`config.mk`:
```
export PLATFORM = sky130hd
export DESIGN_NAME = mapping_weight_sequencer
export DESIGN_NICKNAME = d
export VERILOG_FILES = /design/src/rtl/mapping_weight_sequencer.sv
export SDC_FILE = /design/constraint.sdc
export NUM_CORES = 1
export LEC_CHECK = 0
export CORE_ASPECT_RATIO = 0.5
export CORE_UTILIZATION = 35
export CTS_CLUSTER_SIZE = 30
export DETAILED_ROUTE_END_ITERATION = 8
export PLACE_DENSITY_LB_ADDON = 0.1
export SKIP_LAST_GASP = 1
export SLEW_MARGIN = 30
export SYNTH_ARGS = -nofsm -noshare
export SYNTH_HDL_FRONTEND = slang
export SYNTH_SLANG_ARGS = --single-unit
```
`constraint.sdc`:
```
create_clock -name clk -period 5.4 [get_ports clk]
set_clock_uncertainty 0.15 [all_clocks]
set_input_delay 1.62 -clock clk [delete_from_list [all_inputs] [get_ports clk]]
set_output_delay 1.62 -clock clk [all_outputs]
set_load 0.02 [all_outputs]
```
`src/rtl/mapping_weight_sequencer.sv`:
```
// Sweeps the mapping-layer weight ROM and unpacks each 24-bit word, MSB byte first,
// into a valid/ready stream of signed 8-bit weights, repeating once per channel pass.
module mapping_weight_sequencer #(
  parameter int NUM_WORDS = 6,
  parameter int ADDR_W    = 3,
  parameter int PASS_W    = 4
) (
  input  logic                    clk,
  input  logic                    rst,
  input  logic                    start,
  input  logic                    abort,
  input  logic [PASS_W-1:0]       cfg_passes,
  output logic [ADDR_W-1:0]       rom_addr,
  input  logic [23:0]             rom_dout,
  output logic signed [7:0]       w_data,
  output logic                    w_valid,
  input  logic                    w_ready,
  output logic                    w_last,
  output logic [1:0]              w_idx,
  output logic                    busy,
  output logic                    done
);

  typedef enum logic [1:0] {IDLE, LOAD, EMIT, DONE} state_t;

  localparam logic [ADDR_W-1:0] LAST_WORD = ADDR_W'(NUM_WORDS - 1);

  state_t              state, state_nxt;
  logic [ADDR_W-1:0]   word_cnt;
  logic [1:0]          byte_cnt;
  logic [PASS_W-1:0]   pass_cnt;
  logic [PASS_W-1:0]   passes_q;
  logic signed [23:0]  hold;
  logic                hs;
  logic                last_byte;
  logic                last_word;
  logic                last_pass;

  function automatic logic signed [7:0] lane_sel(input logic signed [23:0] word,
                                                 input logic [1:0] idx);
    case (idx)
      2'd0:    return $signed(word[23:16]);
      2'd1:    return $signed(word[15:8]);
      default: return $signed(word[7:0]);
    endcase
  endfunction

  assign hs        = (state == EMIT) && w_ready;
  assign last_byte = (byte_cnt == 2'd2);
  assign last_word = (word_cnt == LAST_WORD);
  assign last_pass = (pass_cnt == passes_q - PASS_W'(1));

  assign rom_addr = word_cnt;
  assign w_valid  = (state == EMIT);
  assign w_data   = (state == EMIT) ? lane_sel(hold, byte_cnt) : 8'sd0;
  assign w_idx    = (state == EMIT) ? byte_cnt : 2'd0;
  assign w_last   = (state == EMIT) && last_byte && last_word;
  assign busy     = (state != IDLE);
  assign done     = (state == DONE);

  always_comb begin
    state_nxt = state;
    case (state)
      IDLE: if (start) state_nxt = LOAD;
      LOAD: state_nxt = EMIT;
      EMIT: begin
        if (hs && last_byte) begin
          if (!last_word || !last_pass) state_nxt = LOAD;
          else                          state_nxt = DONE;
        end
      end
      DONE: state_nxt = IDLE;
      default: state_nxt = IDLE;
    endcase
    // abort wins over start and over a handshake in the same cycle
    if (abort) state_nxt = IDLE;
  end

  always_ff @(posedge clk) begin
    if (rst || abort) begin
      state    <= IDLE;
      word_cnt <= '0;
      byte_cnt <= '0;
      pass_cnt <= '0;
      passes_q <= '0;
      hold     <= '0;
    end else begin
      state <= state_nxt;
      case (state)
        IDLE: begin
          if (start) begin
            passes_q <= (cfg_passes == '0) ? PASS_W'(1) : cfg_passes;
            word_cnt <= '0;
            byte_cnt <= '0;
            pass_cnt <= '0;
          end
        end
        LOAD: begin
          hold     <= $signed(rom_dout);
          byte_cnt <= '0;
        end
        EMIT: begin
          if (hs) begin
            if (!last_byte) begin
              byte_cnt <= byte_cnt + 2'd1;
            end else if (!last_word) begin
              word_cnt <= word_cnt + ADDR_W'(1);
            end else if (!last_pass) begin
              word_cnt <= '0;
              pass_cnt <= pass_cnt + PASS_W'(1);
            end
          end
        end
        DONE: word_cnt <= '0;
        default: ;
      endcase
    end
  end

endmodule

```
-- Word level (Yosys, flattened, before mapping)
Cells that the tools add are included.
Widths: inputs -> output; s select.
- add/subtract/negate cells: 4
- multipliers: 0
- divide/modulo/power cells: 0
- order comparisons: 0
- equality and inequality tests: 15
- shift-type cells: 0
- muxes and demuxes: 24
- bitwise logic cells: 0
- reductions and logical operators: 21
- operator list (kind ; count):
    $mux 4 ; 6
    $pmux 8 s2 ; 1
    $mux 3 ; 5
    $mux 2 ; 7
    $pmux 3 s3 ; 1
    $mux 8 ; 1
    $ne 2x1->1 const B ; 4
    $pmux 2 s4 ; 1
    $pmux 4 s2 ; 1
    $eq 2x2->1 const B ; 3
    $ne 2x2->1 const B ; 3
    $pmux 2 s3 ; 1
    $reduce_and 6->1 ; 1
    $reduce_bool 3->1 ; 2
    $reduce_and 5->1 ; 1
    $add 4x1->4 const B ; 1
    $eq 2x1->1 const B ; 2
    $eq 4x4->1 ; 1
    $logic_and 1x1->1 ; 4
    $logic_not 2->1 ; 2
    $logic_not 4->1 ; 1
    $reduce_and 2->1 ; 2
    $reduce_and 4->1 ; 1
    $reduce_bool 2->1 ; 2
    8 further kinds ; 10
- bits in registers: 39
- bits in latches: 0
- RAM bits: 0
- memory bits (read-only): 0
- input port bits: 33
- output and inout port bits: 17
- logic and storage cells: 70
- memories: 0

-- Depth between registers and ports, before layout
- depth in word-level cells: 7
- mapped depth: 7
- mapped depth without buffers: 7

-- Least setup slack after synthesis
Ideal clock, no wire load.
- kind: register to output
- start point: register byte_cnt[0]
- end point: output port w_data[0]
- arrival time: 1.557 ns
- required time: 3.630 ns
- path slack: 2.073 ns
- cell stages (with the launch flop): 7
- buffers on the path: 1
- cell sequence: dfxtp_1 -> inv_1 -> ha_1 -> clkbuf_1 -> nor2_1 -> nand2_1 -> a21oi_1
- word-level cells in the longest chain between the ends: 3
- elaborated cells on any way between the ends: 4
- classes of those cells: eq/ne: 1; mux: 2; reduce/logical: 1
- ends and longest elaborated chain (element ; RTL line ; text):
    from (decl) ; 30 ; logic [1:0] byte_cnt;
    from (signal assigned) ; 105 ; byte_cnt <= byte_cnt + 2'd1;
    $eq 2x1->1 or $logic_not 2->1 (tied branches) ; 41 ; case (idx)
    $pmux 8 s2 * ; 41 ;
    $mux 8 * ; 55 ; assign w_data = (state == EMIT) ? lane_sel(hold, byte_cnt) : 8'sd0;
    to (decl) ; 15 ; output logic signed [7:0] w_data,
Every way passes the cells marked *; elsewhere a longest branch is shown, timed or not.

-- Worst setup path in the final report
Same ends and word-level chain as after synthesis.

==> results.md <==
- Sw frac: between 20% and 30%
- Synthesized area: approximately 1900 um2
- Leakage: 0.811 nW
- DP Worst Slack: approximately 1.5 ns
- EDFF count, synth: 0
- Setup Fix Bufs, Post-CTS: 0
- WL final: roughly 4.7 mm
- GRT Overall Usage: 18.3%
- Register area share after synthesis: 42.2%
- Comb pwr share: between 10% and 20%
- Number of CTS-inserted buffers: 5
- Async SR Flop Fraction: 0%
- Synth Warn #: 0
- Row count: 18
- Sw power: about 0.15 mW
- Maximum capacitance violations: 0
- Drt wl/cell: roughly 13 um
- Hold WC Path Type: reg2reg
- Worst setup SP type: register
- Setup Total Neg Slack: 0 ns
- Final Hold Fails: 0
- Unrepaired setup endpoints after global routing: no
- Top_reg_cell synth: dfxtp_1
- Worst slew margin: approximately 51%
- Fin nets: 325
- Total global routing overflow: 0
- Most common cell after layout, fill and taps aside: nand2_1
- Worst reg-to-reg path cell count: 6
- Share of cells above drive strength 1: under 10%
- Largest net degree at the start of global routing: 37
- Clk slew on worst S/H paths: around 0.080 ns
- Syn nets: 281
- GPL Wtd Cong: approximately 0.73
- CTS resizes: 0
- Max Clk Rate: between 200 and 250 MHz
- Syn_area_per_cell: about 7.6 um2
- Fin crit share: roughly four fifths
- CTS tree: yes
- Core ar.: between 4000 and 5000 um2
- WHS Path Cells: 2
- Fin crit period: between 4 and 5 ns
- Post-DP HPWL: 3.32 mm
- # clock sinks: 39
- Pwr/cell area: about 260 nW/um2
- Worst Path Arrival: around 2.5 ns
- Root Driver: clkbuf_8
- CP Max Fanout: 9
- DR iter-0 viols: 38
- Die Width: ~100 um
- Initial antenna violation count: 0
- # hold bufs at CTS: 0
- Number of global-route vias before repair: ~1,600
- Commonest non-fill, non-tap cells in the layout: 62 x nand2_1, 49 x clkdlybuf4s50_1, 40 x a21oi_1
- Via density: 4.91
- Netlist cell types: 30
- Clock power share: a little under half
- CP Class: reg2out
- I/O pins: 50
- Die H: around 53 um
- Post-synthesis register bit count: 39
- Latest clock arrival within the worst-skew pair: approximately 0.3 ns
- Status: finished clean
- Worst vdd ir: about 110 uV
- Starting Density: a little under two fifths
- Worst Max-Slew Pin Slew: 0.740 ns
- Final worst slack: about 1.1 ns
- Ant. Diodes: 0
- Post-Syn Instances: 243
- Worst Path Required: between 3 and 4 ns
- Max clock buf depth: 2
- Proportion of power drawn by flip-flops and latches: between 40% and 50%
- DRC viols: 0
- Die area: about 5600 um2
- CP Capture Type: output pin
- Setup Viol. Count Final: 0
- Post-route ant nets: 0
- 1st-pass router iterations: 4
- First-pass GRT wire length: about 7.7 mm
- H-tree depth: 2
- Internal power: between 0.5 and 0.6 mW
- Layout area overhead: 36.4%
- Final Max Slew Viols: 0
- Total number of vias: approximately 1,800
- # port buffers: 49
## critical path, cell delays in order, from the launching register on
cell	delay, ns
dfxtp_1	0.39
inv_1	0.10
ha_1	0.32
nor2_1	0.45
nand2_1	0.12
a21oi_1	0.19
clkdlybuf4s50_1	0.64
## state kept, by name, indices dropped and copies added, names as in the netlist
name      count
hold         24
pass_cnt      4
passes_q      4
rom_addr      3
byte_cnt      2
state         2
## power by group through the flow
stage               logic (mW)  registers (mW)  clock network (mW)
detailed placement      0.0666           0.302                   0
global placement        0.0656           0.302                   0
CTS                     0.0668           0.295               0.303
global route            0.0733           0.296               0.317
finish                  0.0665           0.295               0.298
floorplan               0.0346           0.300                   0
## path summary, 6_finish.rpt
| path | from | to | slack, ns |
|---|---|---|---|
| worst max-delay path | byte_cnt[0]$_SDFFE_PP0P_ | w_data[0] | 1.12 |
| worst min-delay path | hold[12]$_SDFFE_PP0N_ | hold[12]$_SDFFE_PP0N_ | 0.31 |
| worst max register to register | state[1]$_SDFFE_PP0P_ | rom_addr[2]$_SDFFE_PP0P_ | 3.25 |
| worst min register to register | hold[12]$_SDFFE_PP0N_ | hold[12]$_SDFFE_PP0N_ | 0.31 |
## cell type report
cell class,instances,area (um2)
Sequential cell,39,781
Inverter,9,33.8
Tap cell,70,87.6
Clock buffer,5,68.8
Multi-Input combinational cell,182,988
Timing Repair Buffer,50,498
Clock inverter,3,67.6
Fill cell,508,2470
## per-layer routing
metal  vias up  global-route usage [%]  wire, um
met5         -                       0         0
met4         0                    7.04        66
met3         8                    5.17       209
met2        40                    29.9      2090
met1       809                    23.1      2340
li1        902                       -         -
## through the flow
stage / cell area (um2) / power [mW] / cells / hold slack, ns / utilization, %
after global routing: 2520 / 0.686 / 358 / 0.334 / 50.5
after detailed placement: 2390 / 0.369 / 350 / 0.299 / 47.7
after CTS: 2520 / 0.665 / 358 / 0.310 / 50.5
after global placement: 2390 / 0.368 / 350 / 0.295 / 47.7
final: 2520 / 0.659 / 358 / 0.306 / 50.5
after floorplan: 1850 / 0.335 / 243 / 0.286 / -
## logic make-up after synthesis
group | share of synthesized area [%]
AO/OA/AOI/OAI | 19.4
XOR/XNOR | 2.84
adder cells (fa/ha/maj) | 3.38
buffers and inverters | 4.53
flip-flops | 42.2
multiplexers | 2.70
AND/OR/NAND/NOR | 24.9
## Yosys cell counts (2+ instances only)
cell type  instances  area (um2)
nand2_1           62         233
nand2b_1           4        25.0
clkbuf_1          12        45.0
a21oi_1           40         200
o22ai_1            2        12.5
xnor2_1            6        52.6
a22oi_1            9        67.6
nand3_1            5        25.0
dfxtp_1           39         781
inv_1              9        33.8
nor2_1            20        75.1
a31oi_1            2        12.5
mux2i_1            5        50.1
and2_1             3        18.8
o21ai_0            3        15.0
o31ai_1            2        15.0
or2_2              3        18.8
ha_1               5        62.6
Note: power is estimated with default switching activity, not from simulation.
